$ cat src/rtl/lsu_pkg.sv
// Shared encodings for the load/store unit: MemCtrl codes, FSM states, lane enables.
package lsu_pkg;

  // MemCtrl size/extension codes, shared with instruction decode
  localparam logic [2:0] MEM_B  = 3'b000;
  localparam logic [2:0] MEM_H  = 3'b001;
  localparam logic [2:0] MEM_W  = 3'b010;
  localparam logic [2:0] MEM_BU = 3'b100;
  localparam logic [2:0] MEM_HU = 3'b101;

  // Byte-lane enable patterns
  localparam logic [3:0] BE_BYTE0   = 4'b0001;
  localparam logic [3:0] BE_HALF_LO = 4'b0011;
  localparam logic [3:0] BE_HALF_HI = 4'b1100;
  localparam logic [3:0] BE_WORD    = 4'b1111;

  typedef enum logic [1:0] {
    IDLE = 2'd0,
    REQ  = 2'd1,
    WAIT = 2'd2,
    RESP = 2'd3
  } lsu_state_e;

  // True for the five defined MemCtrl codes
  function automatic logic ctrl_legal(input logic [2:0] ctrl);
    case (ctrl)
      MEM_B, MEM_H, MEM_W, MEM_BU, MEM_HU: return 1'b1;
      default:                             return 1'b0;
    endcase
  endfunction

endpackage

$ cat src/rtl/lsu_lane_align.sv
// Store lane steering (byte enables, replicated data) and load extract/extend.
module lsu_lane_align
  import lsu_pkg::*;
(
  input  logic [2:0]  ctrl,
  input  logic [1:0]  offset,
  input  logic [31:0] store_data,
  input  logic [31:0] load_word,
  output logic [3:0]  be_c,
  output logic [31:0] wdata_c,
  output logic [31:0] rdata_c
);

  logic [7:0]  byte_sel;
  logic [15:0] half_sel;

  // ctrl[1:0] selects size, ctrl[2] selects zero extension; stores ignore ctrl[2]
  always_comb begin
    be_c     = BE_WORD;
    wdata_c  = store_data;
    rdata_c  = load_word;
    half_sel = offset[1] ? load_word[31:16] : load_word[15:0];
    case (offset)
      2'd0:    byte_sel = load_word[7:0];
      2'd1:    byte_sel = load_word[15:8];
      2'd2:    byte_sel = load_word[23:16];
      default: byte_sel = load_word[31:24];
    endcase
    case (ctrl[1:0])
      2'b00: begin
        be_c    = BE_BYTE0 << offset;
        wdata_c = {4{store_data[7:0]}};
        rdata_c = ctrl[2] ? {24'd0, byte_sel} : {{24{byte_sel[7]}}, byte_sel};
      end
      2'b01: begin
        be_c    = offset[1] ? BE_HALF_HI : BE_HALF_LO;
        wdata_c = {2{store_data[15:0]}};
        rdata_c = ctrl[2] ? {16'd0, half_sel} : {{16{half_sel[15]}}, half_sel};
      end
      default: begin
        be_c    = BE_WORD;
        wdata_c = store_data;
        rdata_c = load_word;
      end
    endcase
  end

endmodule

$ cat src/rtl/load_store_unit.sv
// Load/store unit: accepts MemWrite/MemCtrl commands and runs byte/half/word
// accesses against a word-addressed data memory with grant/rvalid handshake.
// Optional LSU_MISALIGN_TRAP_EN: misaligned H/W commands complete with rsp_err
// and no memory access; otherwise low address bits are ignored.
module load_store_unit
  import lsu_pkg::*;
#(
  parameter int unsigned ADDR_WIDTH     = 32,
  parameter int unsigned TIMEOUT_CYCLES = 16
) (
  input  logic                  clk,
  input  logic                  rst_n,
  input  logic                  req_valid,
  output logic                  req_ready,
  input  logic                  req_write,
  input  logic [2:0]            req_ctrl,
  input  logic [ADDR_WIDTH-1:0] req_addr,
  input  logic [31:0]           req_wdata,
  output logic                  rsp_valid,
  output logic [31:0]           rsp_rdata,
  output logic                  rsp_err,
  output logic                  mem_req,
  output logic                  mem_we,
  output logic [ADDR_WIDTH-1:0] mem_addr,
  output logic [3:0]            mem_be,
  output logic [31:0]           mem_wdata,
  input  logic                  mem_gnt,
  input  logic                  mem_rvalid,
  input  logic [31:0]           mem_rdata
);

  localparam int unsigned CNT_W = (TIMEOUT_CYCLES > 1) ? $clog2(TIMEOUT_CYCLES) : 1;

  lsu_state_e       state_q, state_d;
  logic [2:0]       ctrl_q;
  logic [1:0]       off_q;
  logic [CNT_W-1:0] cnt_q;

  logic             accept_c, misalign_c, cmd_err_c, timeout_c, load_cmd_c;
  logic             rsp_err_d;
  logic [31:0]      rsp_rdata_d;
  logic [2:0]       align_ctrl_c;
  logic [1:0]       align_off_c;
  logic [3:0]       be_c;
  logic [31:0]      wdata_c, rdata_c;

  assign accept_c = req_valid && req_ready;

`ifdef LSU_MISALIGN_TRAP_EN
  assign misalign_c = ((req_ctrl[1:0] == 2'b01) && req_addr[0]) ||
                      ((req_ctrl[1:0] == 2'b10) && (req_addr[1:0] != 2'b00));
`else
  assign misalign_c = 1'b0;
`endif

  assign cmd_err_c = !ctrl_legal(req_ctrl) || misalign_c;
  assign timeout_c = (TIMEOUT_CYCLES != 0) && (cnt_q == CNT_W'(TIMEOUT_CYCLES - 1));

  // Steer incoming command while idle; latched command while the load is outstanding
  assign align_ctrl_c = (state_q == IDLE) ? req_ctrl : ctrl_q;
  assign align_off_c  = (state_q == IDLE) ? req_addr[1:0] : off_q;

  lsu_lane_align u_align (
    .ctrl       (align_ctrl_c),
    .offset     (align_off_c),
    .store_data (req_wdata),
    .load_word  (mem_rdata),
    .be_c       (be_c),
    .wdata_c    (wdata_c),
    .rdata_c    (rdata_c)
  );

  // FSM state register
  always_ff @(posedge clk or negedge rst_n) begin
    if (!rst_n) state_q <= IDLE;
    else        state_q <= state_d;
  end

  // Next state and response payload; progress beats timeout in the same cycle
  always_comb begin
    state_d     = state_q;
    rsp_err_d   = 1'b0;
    rsp_rdata_d = 32'd0;
    load_cmd_c  = 1'b0;
    case (state_q)
      IDLE: begin
        if (accept_c) begin
          if (cmd_err_c) begin
            state_d   = RESP;
            rsp_err_d = 1'b1;
          end else begin
            state_d    = REQ;
            load_cmd_c = 1'b1;
          end
        end
      end
      REQ: begin
        if (mem_gnt) begin
          state_d = mem_we ? RESP : WAIT;
        end else if (timeout_c) begin
          state_d   = RESP;
          rsp_err_d = 1'b1;
        end
      end
      WAIT: begin
        if (mem_rvalid) begin
          state_d     = RESP;
          rsp_rdata_d = rdata_c;
        end else if (timeout_c) begin
          state_d   = RESP;
          rsp_err_d = 1'b1;
        end
      end
      default: state_d = IDLE;
    endcase
  end

  // Registered outputs and latched command; mem_we doubles as the store flag in REQ
  always_ff @(posedge clk or negedge rst_n) begin
    if (!rst_n) begin
      req_ready <= 1'b0;
      rsp_valid <= 1'b0;
      rsp_err   <= 1'b0;
      rsp_rdata <= 32'd0;
      mem_req   <= 1'b0;
      mem_we    <= 1'b0;
      mem_addr  <= '0;
      mem_be    <= 4'd0;
      mem_wdata <= 32'd0;
      ctrl_q    <= 3'd0;
      off_q     <= 2'd0;
    end else begin
      req_ready <= (state_d == IDLE);
      rsp_valid <= (state_d == RESP);
      rsp_err   <= rsp_err_d;
      rsp_rdata <= rsp_rdata_d;
      mem_req   <= (state_d == REQ);
      if (load_cmd_c) begin
        mem_we    <= req_write;
        mem_addr  <= {req_addr[ADDR_WIDTH-1:2], 2'b00};
        mem_be    <= be_c;
        mem_wdata <= wdata_c;
        ctrl_q    <= req_ctrl;
        off_q     <= req_addr[1:0];
      end else if (state_d != REQ) begin
        mem_we <= 1'b0;
      end
    end
  end

  // Timeout counter: cleared on entry to REQ, counts every REQ/WAIT cycle
  always_ff @(posedge clk or negedge rst_n) begin
    if (!rst_n)                                 cnt_q <= '0;
    else if (load_cmd_c)                        cnt_q <= '0;
    else if (state_q == REQ || state_q == WAIT) cnt_q <= cnt_q + CNT_W'(1);
  end

endmodule

$ cat config.mk
export PLATFORM = sky130hd
export DESIGN_NAME = load_store_unit
export DESIGN_NICKNAME = d
export VERILOG_FILES = /design/src/rtl/lsu_pkg.sv /design/src/rtl/lsu_lane_align.sv /design/src/rtl/load_store_unit.sv
export SDC_FILE = /design/constraint.sdc
export NUM_CORES = 1
export LEC_CHECK = 0
export ABC_CLOCK_PERIOD_IN_PS = 2600
export BUFFER_PORTS_ARGS = -buffer_cell sky130_fd_sc_hd__buf_4
export CAP_MARGIN = 30
export CORE_ASPECT_RATIO = 0.5
export CORE_MARGIN = 3
export CORE_UTILIZATION = 49
export CTS_CLUSTER_DIAMETER = 100
export DETAILED_ROUTE_END_ITERATION = 8
export PLACE_DENSITY = 0.81
export SLEW_MARGIN = 20
export SYNTH_ARGS = -nofsm -noshare
export SYNTH_HDL_FRONTEND = slang
export SYNTH_SLANG_ARGS = --single-unit
export TNS_END_PERCENT = 100
$ cat constraint.sdc
create_clock -name clk -period 2.6 [get_ports clk]
set_clock_uncertainty 0.2 [all_clocks]
set_input_delay 0.26 -clock clk [delete_from_list [all_inputs] [get_ports clk]]
set_output_delay 0.26 -clock clk [all_outputs]
set_load 0.01 [all_outputs]
# Word-level counts from Yosys, hierarchy flattened
# Cells that the tools add are included.
# word_totals
mem_bits_rw	0
ff_bits	114
n_memories	0
out_inout_bits	105
word_cells	71
latchBits	0
mem_bits_ro	0
input_bits	105
# op_classes
reduce_logical	10
mul	0
bitwise_logic	0
shifts	1
muxes	33
eq_ne	13
div_mod_pow	0
n_addsub	1
n_lt_le_gt_ge	0
# op_table
cell	n
$mux W32	4
$pmux W32 S2	2
$pmux W8 S3	1
$mux W16	1
$mux W1	12
$mux W2	6
$mux W4	3
$eq A2 B1 Y1 const B	4
$logic_not A2 Y1	4
$pmux W4 S2	1
$eq A2 B2 Y1 const B	3
$eq A3 B3 Y1 const B	2
$pmux W2 S3	1
$reduce_or A5 Y1	1
$add A4 B1 Y4 const B	1
$eq A4 B4 Y1 const B	1
$reduce_bool A2 Y1	2
$shl A1 B2 Y4 const A	1
$eq A3 B1 Y1 const B	1
$eq A3 B2 Y1 const B	1
$logic_not A3 Y1	1
$mux W3	1
$pmux W1 S3	1
$ne A2 B1 Y1 const B	1
2 further kinds	2

# Longest topological paths before layout
# Gate-level depths: netlist (run 1).
# logic_depth
word_depth	9
depth_mapped	9
ltp_nobuf	6

# Modules after synthesis
# From an unflattened synthesis (run 1), not the netlist that was laid out.
# unflattened
cells_unflattened	601
area_unflattened_um2	5600.4
# by_module_without_submodules
mod	cells_per_inst	area_each_um2	seq_area_each_um2	n_inst
load_store_unit	431	4416.7	2852.7	1
lsu_lane_align	170	1183.6	0.0	1

# Worst setup path before layout (run 1)
# OpenSTA, ideal clock, no wires.
# synth_timing
kind	flip-flop to flip-flop
start	reg state_q[0]
end	reg rsp_rdata[10]
path_slack_ns	0.219
setup_time_ns	0.083
path_stages_with_launch	9
required_ns	2.317
t_arrival_ns	2.098
path_buffers	2
synth_period_minus_slack_ns	2.381
path_cell_list	dfrtp_1 inv_1 ha_1 buf_6 or3_4 a211oi_2 or3b_1 buf_2 o22ai_1
# synth_between
elab_chain_cells	8
word_cells_on_any_way	16
cone_classes	eq/ne (4); mux (9); reduce/logical (3)
# synth_lines
element	line	rtl
from (decl)	load_store_unit.sv:34	lsu_state_e state_q, state_d;
from (signal assigned)	load_store_unit.sv:76	else state_q <= state_d;
$logic_not A2 Y1	load_store_unit.sv:60, load_store_unit.sv:61	
$mux W2	load_store_unit.sv:61	assign align_off_c = (state_q == IDLE) ? req_addr[1:0] : off_q;
$eq A2 B2 Y1 (tied with other cells)	lsu_lane_align.sv:23	case (offset)
$pmux W8 S3	lsu_lane_align.sv:23	
$mux W32	lsu_lane_align.sv:33	rdata_c = ctrl[2] ? {24'd0, byte_sel} : {{24{byte_sel[7]}}, byte_sel};
$pmux W32 S2	lsu_lane_align.sv:29	case (ctrl[1:0])
$mux W32	load_store_unit.sv:106	if (mem_rvalid) begin
$mux W32 (*)	load_store_unit.sv:85	case (state_q)
net rsp_rdata_d[10]	load_store_unit.sv:41	logic [31:0] rsp_rdata_d;
to (signal assigned)	load_store_unit.sv:136	rsp_rdata <= rsp_rdata_d;
to (decl)	load_store_unit.sv:20	output logic [31:0] rsp_rdata,
# Mark *: on every way through the listed nets, which the timed path passes. The rest lies on a longest branch.
# A chain may end at the register's enable or synchronous reset.

# Worst setup path in the final report (run 1)
# layout_timing
start	reg state_q[0]
end	reg mem_wdata[27]
# layout_between
elab_chain_cells	4
word_cells_on_any_way	6
cone_classes	eq/ne (1); mux (3); reduce/logical (2)
# layout_lines
element	line	rtl
$logic_not A2 Y1 (*)	load_store_unit.sv:60, load_store_unit.sv:85	
$mux W3	load_store_unit.sv:60	assign align_ctrl_c = (state_q == IDLE) ? req_ctrl : ctrl_q;
$eq A2 B1 Y1 / $logic_not A2 Y1 (equally long branches)	lsu_lane_align.sv:29	
$pmux W32 S2	lsu_lane_align.sv:29	
to (signal assigned)	load_store_unit.sv:142	mem_wdata <= wdata_c;
to (decl)	load_store_unit.sv:26	output logic [31:0] mem_wdata,
# Mark *: on every way between the ends. The rest lies on a longest branch, timed or not.

==> impl_metrics.sql, run 1 <==
INSERT INTO impl_metrics (metric_group, metric, value, unit) VALUES
('timing', 'final_setup_violation_count', '0', ''),
('outcome', 'violations', 'negative hold slack', ''),
('synthesis', 'synthesis.area_per_instance', '11.1', 'um2'),
('synthesis', 'synth_area_leaders', 'sky130_fd_sc_hd__dfrtp_1 54%, sky130_fd_sc_hd__mux2_2 9.2%, sky130_fd_sc_hd__nand2_1 4.6%, sky130_fd_sc_hd__mux2i_1 3.4%, sky130_fd_sc_hd__a21o_1 3.3%', ''),
('timing', 'fin_ws', '0.109', 'ns'),
('die', 'count_of_boundary_i_o_pins', '210', ''),
('timing', 'finalHoldViolations', '1', ''),
('global_route', 'gr-usage-met2', '53.3', '%'),
('global_route', 'grt_util_met3', '8.17', '%'),
('synthesis', 'synth-seq-area-share', '54.3', '%'),
('timing', 'timing.slew.headroom', '52.0', '%'),
('power', 'swShare', '36.4', '%'),
('die', 'core_area', '0.0103', 'mm2'),
('routing', 'routed_wirelength', '19000', 'um'),
('clocking', 'tritoncts_num_sinks', '114', ''),
('power', 'internal-power', '6.56', 'mW'),
('place', 'pre_cts_ws', '0.0483', 'ns'),
('cells_and_area', 'antennaDiodeCount', '0', ''),
('outcome', 'status', 'finished with violations', ''),
('die', 'initial_utilization', '51.0', '%'),
('routing', 'average_routed_wire_per_standard_cell', '20.4', 'um'),
('power', 'ir_worst_vdd', '691', 'uV'),
('clocking', 'cts_root_buf', 'sky130_fd_sc_hd__clkbuf_16', ''),
('synthesis', 'synth-compound-area-share', '17.6', '%'),
('global_route', 'first_global_vias', '5631', ''),
('worst_setup_path', 'crit_type', 'flop to flop', ''),
('place', 'place_hpwl', '10900', 'um'),
('routing', 'drt_first_iter_violations', '445', ''),
('die', 'height_of_the_chip', '79.2', 'um'),
('job', 'max_cap_viols', '0', ''),
('synthesis', 'synth_enable_flop_cells', '0', ''),
('timing', 'report.final.slew_viol_count', '0', ''),
('global_route', 'grt_util_all_layers', '31.0', '%'),
('timing', 'fmax', '401', 'MHz'),
('routing', 'dr_pass1_iterations', '8', ''),
('timing', 'timing.final.crit_period', '2.49', 'ns'),
('die', 'total_die_area', '0.0121', 'mm2'),
('routing', 'drc_errors', '0', ''),
('power', 'report.power.total', '10.3', 'mW'),
('synthesis', 'syn_inst', '473', ''),
('clocking', 'htree_num_levels', '4', ''),
('worst_setup_path', 'worstSetupEndpointType', 'flop', ''),
('synthesis', 'synth-simple-area-share', '10.1', '%'),
('synthesis', 'yosysTopAreaCellShare', '54.3', '%'),
('cells_and_area', 'layout.filler_cells', '511', ''),
('clocking', 'ctsLongestPathBuffers', '2', ''),
('clocking', 'post_cts_buffers', '0', ''),
('worst_setup_path', 'critical_path.slowest_cell', 'sky130_fd_sc_hd__a222oi_1', ''),
('timing', 'worst_slew_pin_slew', '0.715', 'ns'),
('synthesis', 'synth.mux.area_fraction', '12.9', '%'),
('power', 'p_comb_share', '44.5', '%'),
('clocking', 'cts_tree', 'built', ''),
('worst_setup_path', 'crit_path_start_kind', 'flop', ''),
('global_route', 'top_usage_layer', 'met2', ''),
('cells_and_area', 'layout-drive-gt1-share', '39.9', '%'),
('synthesis', 'yosys.cell_count.top_type', 'sky130_fd_sc_hd__dfrtp_1', ''),
('global_route', 'grt_max_degree', '52', ''),
('synthesis', 'synth-adder-area-share', '1.43', '%'),
('synthesis', 'synth_flop_type', 'sky130_fd_sc_hd__dfrtp_1', ''),
('worst_setup_path', 'critical-path-max-stage-delay', '0.43', 'ns'),
('global_route', 'antenna_found_initial', '0', ''),
('synthesis', 'yosys-top-cells-count', '114 x sky130_fd_sc_hd__dfrtp_1, 64 x sky130_fd_sc_hd__nand2_1, 43 x sky130_fd_sc_hd__mux2_2', ''),
('global_route', 'grt_pass1_wl', '29600', 'um'),
('timing', 'worst_hold_slack', '-0.00462', 'ns'),
('worst_setup_path', 'path_max_fanout', '35', ''),
('power', 'power_density', '1190', 'mW/mm2'),
('clocking', 'cts.reportedPaths.clkPinSlew', '0.06', 'ns'),
('power', 'total_switching_power', '3.75', 'mW'),
('worst_setup_path', 'crit_path_cells', 'inv_1 -> ha_2 -> mux2_2 -> buf_4 -> a222oi_1 -> o21ai_0', ''),
('routing', 'ant_nets', '0', ''),
('cells_and_area', 'layout.nets', '888', '');
## cells in the final DEF, fill, tap and decap left out, drive strengths merged, types with 4 or more instances in the layout
master and n:
a31oi 8, buf 227, dlygate4sd3 89, nand2b 5
a22oi 9, mux2 44, and2 6, mux2i 18
or3b 4, nor2 9, inv 5, a21o 23
nand2 64, ha 6, a21oi 24, bufinv 6
nand3 9, a222oi 8, dfrtp 114, o22ai 8
o211ai 9, clkbuf 20, o21ai 34
## power by group through the flow
stage | Sequential, mW | Combinational, mW | Clock, mW
after global routing | 3.02 | 4.88 | 2.86
after CTS | 2.90 | 4.42 | 2.76
after floorplan | 3.17 | 2.07 | 0
final | 2.95 | 4.58 | 2.77
after global placement | 2.88 | 4.12 | 0
after detailed placement | 2.91 | 4.26 | 0
## layer usage
| metal | part of all wire (%) | vias up |
|---|---|---|
| met3 | 8.7 | 106 |
| li1 | - | 2329 |
| met2 | 49 | 354 |
| met4 | 5.0 | 0 |
| met1 | 37 | 2540 |
| met5 | 0 | - |
## path summary, 6_finish.rpt
check                         startpoint            end  slack (ns)  depth (start not counted)
setup reg to reg              state_q[0]  mem_wdata[27]        0.11                          6
max in group asynchronous          rst_n  rsp_rdata[11]        1.35                          3
min in group asynchronous          rst_n    mem_addr[7]        0.16                          2
hold / removal             req_wdata[12]  mem_wdata[28]      -0.005                          3
setup / recovery              state_q[0]  mem_wdata[27]        0.11                          6
hold reg to reg            mem_wdata[16]  mem_wdata[16]        0.28                          2
## through the flow
stage | utilization [%] | instances
finish | 83.8 | 930
global route | 83.8 | 930
CTS | 83.8 | 930
detailed placement | 68.3 | 809
global placement | 68.3 | 808
floorplan | - | 474
## what timing repair did
action,4_1_cts,5_1_grt
hold buffers,89,0
endpoints found under the hold margin,121,0
setup endpoints to repair,7,41
gates resized for setup,1,3
## state kept, by name, summed over array words and instances (netlist names)
name	cells
mem_wdata	32
rsp_rdata	32
mem_addr	30
cnt_q	4
mem_be	4
ctrl_q	3
off_q	2
state_q	2
mem_req	1
mem_we	1
req_ready	1
rsp_err	1
rsp_valid	1
## critical path: cells and delay by family (launching register included)
| family | cells | cell delay [ns] |
|---|---|---|
| buf+inv | 2 | 0.39 |
| mux | 1 | 0.39 |
| fa+ha+maj | 1 | 0.33 |
| flops | 1 | 0.37 |
| compound gates | 2 | 0.62 |
## cell families after synthesis
logic type | Yosys count
other cells | 1
fa+ha+maj | 6
buf+inv | 36
simple gates | 112
compound gates | 139
flops | 114
xor+xnor | 3
mux | 62
## cell type report
type	count	area (um2)	share of cell area, %
clock inverters	12	226	2.62
repair buffers	316	2650	30.6
inverters	4	15.0	0.174
multi-input cells	324	2260	26.2
clock buffers	20	467	5.40
well taps	140	175	2.03
flip-flops and latches	114	2850	33.0
Power figures use the tool's default switching activity.
==> inputs of run 2 (changes only) <==
- CORE_UTILIZATION: 49 -> 50
- SYNTH_HIERARCHICAL: unset -> 1
==> run 2 against run 1 <==
Against the previous run:
- the run now ends clean
- cell count is 10% higher
- hold slack improved by 0.022 ns
- critical endpoint is now rsp_rdata[10]
- routed wire length increased by 2.7%
- total power is 0.94% higher
- synthesized area rose by 6.6%
- worst setup slack lost 0.017 ns
- critical path depth grew 1
==> impl_metrics.sql, run 2 <==
INSERT INTO impl_metrics (metric_group, metric, value, unit) VALUES
('outcome', 'status', 'completed', ''),
('place', 'place.detailed.instances', '921', ''),
('worst_setup_path', 'crit_path_start_kind', 'flop', ''),
('worst_setup_path', 'crit_arrival', '2.60', 'ns'),
('worst_setup_path', 'worstSetupStartpoint', 'state_q[0]', ''),
('cells_and_area', 'final_cells', '1024', ''),
('cells_and_area', 'layout.nets', '980', ''),
('global_route', 'first_global_vias', '5869', ''),
('worst_setup_path', 'rr_worst_depth', '7', ''),
('clocking', 'cts_root_buf', 'sky130_fd_sc_hd__clkbuf_16', ''),
('die', 'count_of_boundary_i_o_pins', '210', ''),
('routing', 'drt_first_iter_violations', '587', ''),
('synthesis', 'syn_inst', '601', ''),
('power', 'p_leak', '4.61', 'nW'),
('power', 'report.power.total', '10.4', 'mW'),
('synthesis', 'yosysTopAreaCellShare', '50.9', '%'),
('cells_and_area', 'most-common-layout-cells', '228 x sky130_fd_sc_hd__nand2_1, 223 x sky130_fd_sc_hd__buf_4, 114 x sky130_fd_sc_hd__dfrtp_1', ''),
('routing', 'average_routed_wire_per_standard_cell', '19.0', 'um'),
('routing', 'routed_wirelength', '19500', 'um'),
('timing', 'final_setup_violation_count', '0', ''),
('synthesis', 'synth_enable_flop_cells', '0', ''),
('clocking', 'tritoncts_num_sinks', '114', ''),
('place', 'numPortBuffers', '207', ''),
('timing', 'grt_setup_unrepaired', 'false', ''),
('clocking', 'ctsLongestPathBuffers', '2', ''),
('die', 'die_w', '156', 'um'),
('routing', 'dr_pass1_iterations', '5', ''),
('global_route', 'grt_pass1_wl', '30500', 'um'),
('global_route', 'grt_util_all_layers', '31.3', '%'),
('cells_and_area', 'layout.filler_cells', '599', ''),
('power', 'power.sequential.fraction', '27.6', '%'),
('synthesis', 'synth_flop_type', 'sky130_fd_sc_hd__dfrtp_1', ''),
('worst_hold_path', 'min_path_cells', '4', ''),
('power', 'ir_worst_vdd', '606', 'uV'),
('die', 'height_of_the_chip', '80.8', 'um'),
('synthesis', 'synth_area', '0.00560', 'mm2'),
('worst_setup_path', 'worstReg2RegEnd', 'rsp_rdata[10]', ''),
('worst_setup_path', 'worstSetupEndpointType', 'flop', ''),
('synthesis', 'synthesis.area_per_instance', '9.32', 'um2'),
('place', 'place_hpwl', '11400', 'um'),
('clocking', 'cts.reportedPaths.clkPinSlew', '0.06', 'ns'),
('clocking', 'htree_num_levels', '4', ''),
('timing', 'worst_slew_pin_slew', '0.582', 'ns'),
('synthesis', 'yosys-top-cells-count', '228 x sky130_fd_sc_hd__nand2_1, 114 x sky130_fd_sc_hd__dfrtp_1, 33 x sky130_fd_sc_hd__and3_1', ''),
('worst_hold_path', 'hold_path_startpoint', 'req_wdata[8]', ''),
('synthesis', 'synth_async_reset_ratio', '100', '%'),
('worst_setup_path', 'critical_path_buf_inv_count', '1', ''),
('power', 'p_comb_share', '47.5', '%'),
('worst_setup_path', 'endpoint_required_time_on_the_critical_path', '2.69', 'ns'),
('die', 'core_area', '0.0105', 'mm2'),
('synthesis', 'yosys.cell_count.top_type', 'sky130_fd_sc_hd__nand2_1', ''),
('synthesis', 'synth-seq-cells', '114', ''),
('synthesis', 'yosys.cell_types.count', '49', ''),
('worst_setup_path', 'critical-path-max-stage-delay', '0.54', 'ns'),
('cells_and_area', 'largest_registers', 'mem_wdata: 32 flops, rsp_rdata: 32 flops, mem_addr: 30 flops', ''),
('power', 'total_switching_power', '3.91', 'mW'),
('routing', 'drc_errors', '0', ''),
('cells_and_area', 'synthToLayoutAreaGrowth', '53.8', '%'),
('job', 'max_cap_viols', '0', ''),
('power', 'power.share.clock', '24.9', '%'),
('worst_hold_path', 'hold_wc_path_type', 'input pin to flop', ''),
('timing', 'period_share', '96.5', '%'),
('worst_setup_path', 'timing.critical_path.max_delay_family', 'multiplexers', ''),
('worst_setup_path', 'critical_path.slowest_cell', 'sky130_fd_sc_hd__mux4_2', ''),
('cells_and_area', 'post-route-util', '81.7', '%'),
('cells_and_area', 'stdcell_area', '0.00862', 'mm2'),
('synthesis', 'synth_top_area_cell', 'sky130_fd_sc_hd__dfrtp_1', ''),
('cells_and_area', 'most_common_library_cell_in_the_layout_ignoring_fill_and_taps', 'sky130_fd_sc_hd__nand2_1', ''),
('worst_setup_path', 'r2r-start', 'state_q[0]', ''),
('routing', 'vias_per_cell', '5.53', ''),
('timing', 'timing.slew.headroom', '61.2', '%'),
('timing', 'report.final.slew_viol_count', '0', ''),
('routing', 'ant_nets', '0', ''),
('place', 'pre_cts_ws', '0.0538', 'ns'),
('power', 'internal-power', '6.49', 'mW'),
('global_route', 'antenna_found_initial', '0', ''),
('clocking', 'clkLatencyLatePin', '0.41', 'ns'),
('timing', 'totalNegativeSetupSlack', '0', 'ns'),
('global_route', 'grt_max_degree', '49', ''),
('timing', 'fmax', '399', 'MHz'),
('worst_setup_path', 'crit_path_cells', 'inv_1 -> ha_4 -> mux2_2 -> mux4_2 -> nand3b_4 -> o211ai_1 -> and3_1', ''),
('die', 'initial_utilization', '53.1', '%'),
('clocking', 'cts_buf_count', '17', ''),
('timing', 'fin_ws', '0.0921', 'ns'),
('power', 'power_density', '1210', 'mW/mm2'),
('synthesis', 'synth-seq-area-share', '50.9', '%'),
('synthesis', 'synth_area_leaders', 'sky130_fd_sc_hd__dfrtp_1 51%, sky130_fd_sc_hd__nand2_1 15%, sky130_fd_sc_hd__mux2_2 4.4%, sky130_fd_sc_hd__and3_1 3.7%, sky130_fd_sc_hd__a21oi_1 2.7%', ''),
('synthesis', 'ys_warn_count', '6', ''),
('place', 'dpl_cell_area', '0.00720', 'mm2'),
('cells_and_area', 'layout-drive-gt1-share', '33.4', '%'),
('timing', 'finalHoldViolations', '0', ''),
('power', 'swShare', '37.6', '%'),
('timing', 'worst_hold_slack', '0.0172', 'ns'),
('die', 'total_die_area', '0.0126', 'mm2'),
('die', 'rows', '26', ''),
('worst_setup_path', 'crit_type', 'flop to flop', ''),
('timing', 'timing.final.crit_period', '2.51', 'ns'),
('clocking', 'cts_tree', 'built', ''),
('global_route', 'globalRouteOverflowTotal', '0', ''),
('worst_setup_path', 'flop_to_flop_setup_slack', '0.09', 'ns'),
('worst_hold_path', 'timing.hold.worst_endpoint', 'mem_wdata[8]', ''),
('worst_setup_path', 'path_max_fanout', '8', ''),
('place', 'gp_routability_congestion', '0.848', ''),
('routing', 'num_vias', '5664', '');
## run 2: final cells by class
class	count	area (um2)	area share, %
Clock buffer	24	512	5.94
Tap cell	140	175	2.03
Sequential cell	114	2850	33.1
Clock inverter	8	146	1.70
Timing Repair Buffer	297	2460	28.6
Inverter	13	52.6	0.610
Antenna cell	1	2.50	0.0290
Multi-Input combinational cell	427	2410	28.0
## run 2: cell families (layout without fill, tap and decap cells)
group	count (synthesis)	count (layout)	share of synthesized area, %
buf+inv	61	342	6.90
flops	114	114	50.9
compound gates	81	81	9.72
mux	39	39	7.98
xor+xnor	3	3	0.469
fa+ha+maj	5	5	1.12
other cells	1	3	0.0670
simple gates	297	297	22.8
## run 2: per-layer routing
layer	global-route usage (%)	routed length (um)
met5	0	0
met4	16.8	840
met3	7.66	1700
met2	54.9	9750
met1	36.1	7210
## run 2: timing repair
item | in CTS | in global routing
buffers inserted | 1 | 0
hold buffers | 69 | 0
endpoints found under the hold margin | 110 | 0
endpoints found under the setup margin | 1 | 48
pin swaps | 1 | 0
gates resized for setup | 0 | 8
## run 2: worst max-delay path by stage
stage	end	cells after the start	slack (ns)
3_5_place_dp	rsp_rdata[6]	8	0.05
3_3_place_gp	rsp_rdata[15]	7	0.12
5_1_grt	rsp_rdata[10]	7	0.05
4_1_cts	rsp_rdata[6]	8	0.001
6_report	rsp_rdata[10]	7	0.09
2_1_floorplan	rsp_rdata[7]	9	0.17
## run 2: power by group through the flow
stage          Sequential (mW)  Combinational (mW)  Clock [mW]
3_3_place_gp              2.81                4.34           0
2_1_floorplan             3.08                2.45           0
5_1_grt                   2.94                5.29        2.70
4_1_cts                   2.83                4.67        2.60
6_report                  2.87                4.94        2.59
3_5_place_dp              2.83                4.47           0
## run 2: worst register-to-register path: stages (launching register included)
cell and delay, ns:
sky130_fd_sc_hd__dfrtp_1 0.43, sky130_fd_sc_hd__inv_1 0.15, sky130_fd_sc_hd__ha_4 0.20, sky130_fd_sc_hd__mux2_2 0.38
sky130_fd_sc_hd__mux4_2 0.54, sky130_fd_sc_hd__nand3b_4 0.17, sky130_fd_sc_hd__o211ai_1 0.12, sky130_fd_sc_hd__and3_1 0.20
==> inputs of run 3 (changes only) <==
- ABC_CLOCK_PERIOD_IN_PS: 2600 -> 2400
- clock period: 2.6 -> 2.4 ns (I/O delays scaled with it)
==> run 3 against run 2 <==
Against the previous run:
- count of clock-buffer cells in the layout is 1 higher
- die area unchanged
- combinational power rose by 12%
- clock power decreased by 6%
- hold slack got worse by 0.0090 ns
- first-iteration DRC count grew 4.4%
- critical path depth is the same
- register-to-register slack lost 0.06 ns
- highest routed layer unchanged
==> impl_metrics.sql, run 3 (synthesis gave the netlist of run 2 again) <==
INSERT INTO impl_metrics (metric_group, metric, value, unit) VALUES
('timing', 'worst_hold_slack', '0.00816', 'ns'),
('timing', 'period_share', '98.8', '%'),
('cells_and_area', 'synthToLayoutAreaGrowth', '54.4', '%'),
('worst_hold_path', 'min_path_cells', '3', ''),
('global_route', 'grt_max_degree', '51', ''),
('die', 'count_of_boundary_i_o_pins', '210', ''),
('worst_hold_path', 'timing.hold.worst_endpoint', 'rsp_rdata[4]', ''),
('clocking', 'cts_root_buf', 'sky130_fd_sc_hd__clkbuf_16', ''),
('routing', 'vias_per_cell', '5.50', ''),
('clocking', 'cts_buf_count', '17', ''),
('routing', 'average_routed_wire_per_standard_cell', '18.4', 'um'),
('global_route', 'globalRouteOverflowTotal', '0', ''),
('timing', 'final_setup_violation_count', '0', ''),
('worst_setup_path', 'critical_path.slowest_cell', 'sky130_fd_sc_hd__mux4_2', ''),
('die', 'height_of_the_chip', '80.8', 'um'),
('timing', 'finalHoldViolations', '0', ''),
('clocking', 'ctsLongestPathBuffers', '2', ''),
('global_route', 'grt_pass1_wl', '29300', 'um'),
('routing', 'num_vias', '5696', ''),
('routing', 'drt_first_iter_violations', '613', ''),
('timing', 'fmax', '422', 'MHz'),
('routing', 'dr_pass1_iterations', '6', ''),
('die', 'core_area', '0.0105', 'mm2'),
('worst_setup_path', 'path_max_fanout', '8', ''),
('clocking', 'cts.reportedPaths.clkPinSlew', '0.05', 'ns'),
('place', 'numPortBuffers', '207', ''),
('cells_and_area', 'largest_registers', 'mem_wdata: 32 flops, rsp_rdata: 32 flops, mem_addr: 30 flops', ''),
('worst_setup_path', 'endpoint_required_time_on_the_critical_path', '2.49', 'ns'),
('worst_setup_path', 'worstReg2RegEnd', 'rsp_rdata[9]', ''),
('die', 'die_w', '156', 'um'),
('global_route', 'antenna_found_initial', '1', ''),
('worst_setup_path', 'r2r-start', 'state_q[1]', ''),
('worst_setup_path', 'crit_type', 'flop to flop', ''),
('die', 'initial_utilization', '53.1', '%'),
('clocking', 'clkLatencyLatePin', '0.41', 'ns'),
('die', 'total_die_area', '0.0126', 'mm2'),
('cells_and_area', 'register_area', '0.00285', 'mm2'),
('worst_setup_path', 'flop_to_flop_setup_slack', '0.03', 'ns'),
('worst_setup_path', 'crit_arrival', '2.46', 'ns'),
('place', 'pre_cts_ws', '-0.0528', 'ns'),
('worst_setup_path', 'rr_worst_depth', '7', ''),
('global_route', 'grt_util_all_layers', '29.7', '%'),
('cells_and_area', 'multi_input_area', '0.00242', 'mm2'),
('cells_and_area', 'layout.filler_cells', '599', ''),
('clocking', 'cts_tree', 'built', ''),
('routing', 'ant_nets', '0', ''),
('worst_hold_path', 'hold_path_startpoint', 'mem_rdata[4]', ''),
('cells_and_area', 'layout.nets', '994', ''),
('clocking', 'htree_num_levels', '4', ''),
('routing', 'routed_wirelength', '19000', 'um'),
('routing', 'drc_errors', '0', ''),
('power', 'p_leak', '4.65', 'nW'),
('worst_setup_path', 'worstSetupEndpointType', 'flop', ''),
('worst_setup_path', 'crit_path_start_kind', 'flop', ''),
('timing', 'fin_ws', '0.0293', 'ns'),
('place', 'place_hpwl', '11200', 'um'),
('die', 'rows', '26', ''),
('timing', 'report.final.slew_viol_count', '0', ''),
('worst_setup_path', 'crit_path_cells', 'inv_2 -> ha_4 -> mux2_4 -> mux4_2 -> nand3b_4 -> o211ai_1 -> and3_1', ''),
('worst_setup_path', 'critical-path-max-stage-delay', '0.52', 'ns'),
('global_route', 'first_global_vias', '5742', ''),
('cells_and_area', 'most-common-layout-cells', '235 x sky130_fd_sc_hd__buf_4, 228 x sky130_fd_sc_hd__nand2_1, 114 x sky130_fd_sc_hd__dfrtp_1', ''),
('power', 'power_density', '1280', 'mW/mm2'),
('job', 'max_cap_viols', '0', ''),
('power', 'ir_worst_vdd', '808', 'uV'),
('cells_and_area', 'most_common_library_cell_in_the_layout_ignoring_fill_and_taps', 'sky130_fd_sc_hd__buf_4', ''),
('outcome', 'status', 'completed', ''),
('cells_and_area', 'layout-drive-gt1-share', '34.3', '%'),
('worst_hold_path', 'hold_wc_path_type', 'input pin to flop', ''),
('cells_and_area', 'final_cells', '1036', ''),
('place', 'place.detailed.instances', '932', ''),
('clocking', 'tritoncts_num_sinks', '114', ''),
('worst_setup_path', 'worstSetupStartpoint', 'state_q[1]', ''),
('timing', 'timing.final.crit_period', '2.37', 'ns'),
('place', 'gp_routability_congestion', '0.877', '');
run 3: final cells by class:
| type | count | share of cell area, % |
|---|---|---|
| multi-input cells | 427 | 28.0 |
| diodes | 1 | 0.0289 |
| repair buffers | 311 | 29.8 |
| clock inverters | 5 | 0.579 |
| well taps | 140 | 2.03 |
| clock buffers | 25 | 5.96 |
| inverters | 13 | 0.564 |
| flip-flops and latches | 114 | 33.0 |
run 3: where the power goes:
| group | switching (mW) | internal [mW] | leakage, nW | total, mW |
|---|---|---|---|---|
| combinational | 2.89 | 2.64 | 2.90 | 5.54 |
| clock | 0.857 | 1.57 | 0.285 | 2.43 |
| sequential | 0.419 | 2.66 | 1.47 | 3.08 |
| total | 4.17 | 6.87 | 4.65 | 11.0 |
run 3: worst max-delay path: cells and delay by family (launching register included):
kind	cells	cell delay [ns]
fa+ha+maj	1	0.21
buf+inv	1	0.10
compound gates	1	0.12
simple gates	2	0.37
flops	1	0.39
mux	2	0.86
run 3: worst max path at each step:
stage                     to  slack (ns)  depth (start not counted)
6_report        rsp_rdata[9]        0.03                          7
5_1_grt        rsp_rdata[13]       -0.01                          7
4_1_cts        rsp_rdata[15]        0.03                          9
3_5_place_dp    rsp_rdata[5]       -0.05                          8
3_3_place_gp    rsp_rdata[9]       0.005                          7
2_1_floorplan  rsp_rdata[23]       0.002                          9
run 3: routing by layer:
metal	up-vias	track usage, %	wire [um]
li1	2540	-	-
met1	2746	34.3	7250
met2	333	53.3	9660
met3	77	7.34	1360
met4	0	13.4	756
met5	-	0	0
run 3: through the flow:
step                      power (mW)  area [um2]  setup TNS, ns  utilization, %
after CTS                       10.6        8580              0            81.4
after global routing            11.6        8650        -0.0385            82.0
after floorplan                 6.00        5610              0               -
after global placement          7.90        7300              0            69.3
final                           11.0        8650              0            82.0
after detailed placement        8.04        7300         -0.350            69.3
run 3: repair_timing:
item | in CTS | in global routing
buffers inserted | 0 | 3
gates resized for setup | 3 | 10
hold buffers | 70 | 0
hold endpoints to repair | 183 | 0
pin swaps | 0 | 2
endpoints found under the setup margin | 28 | 40
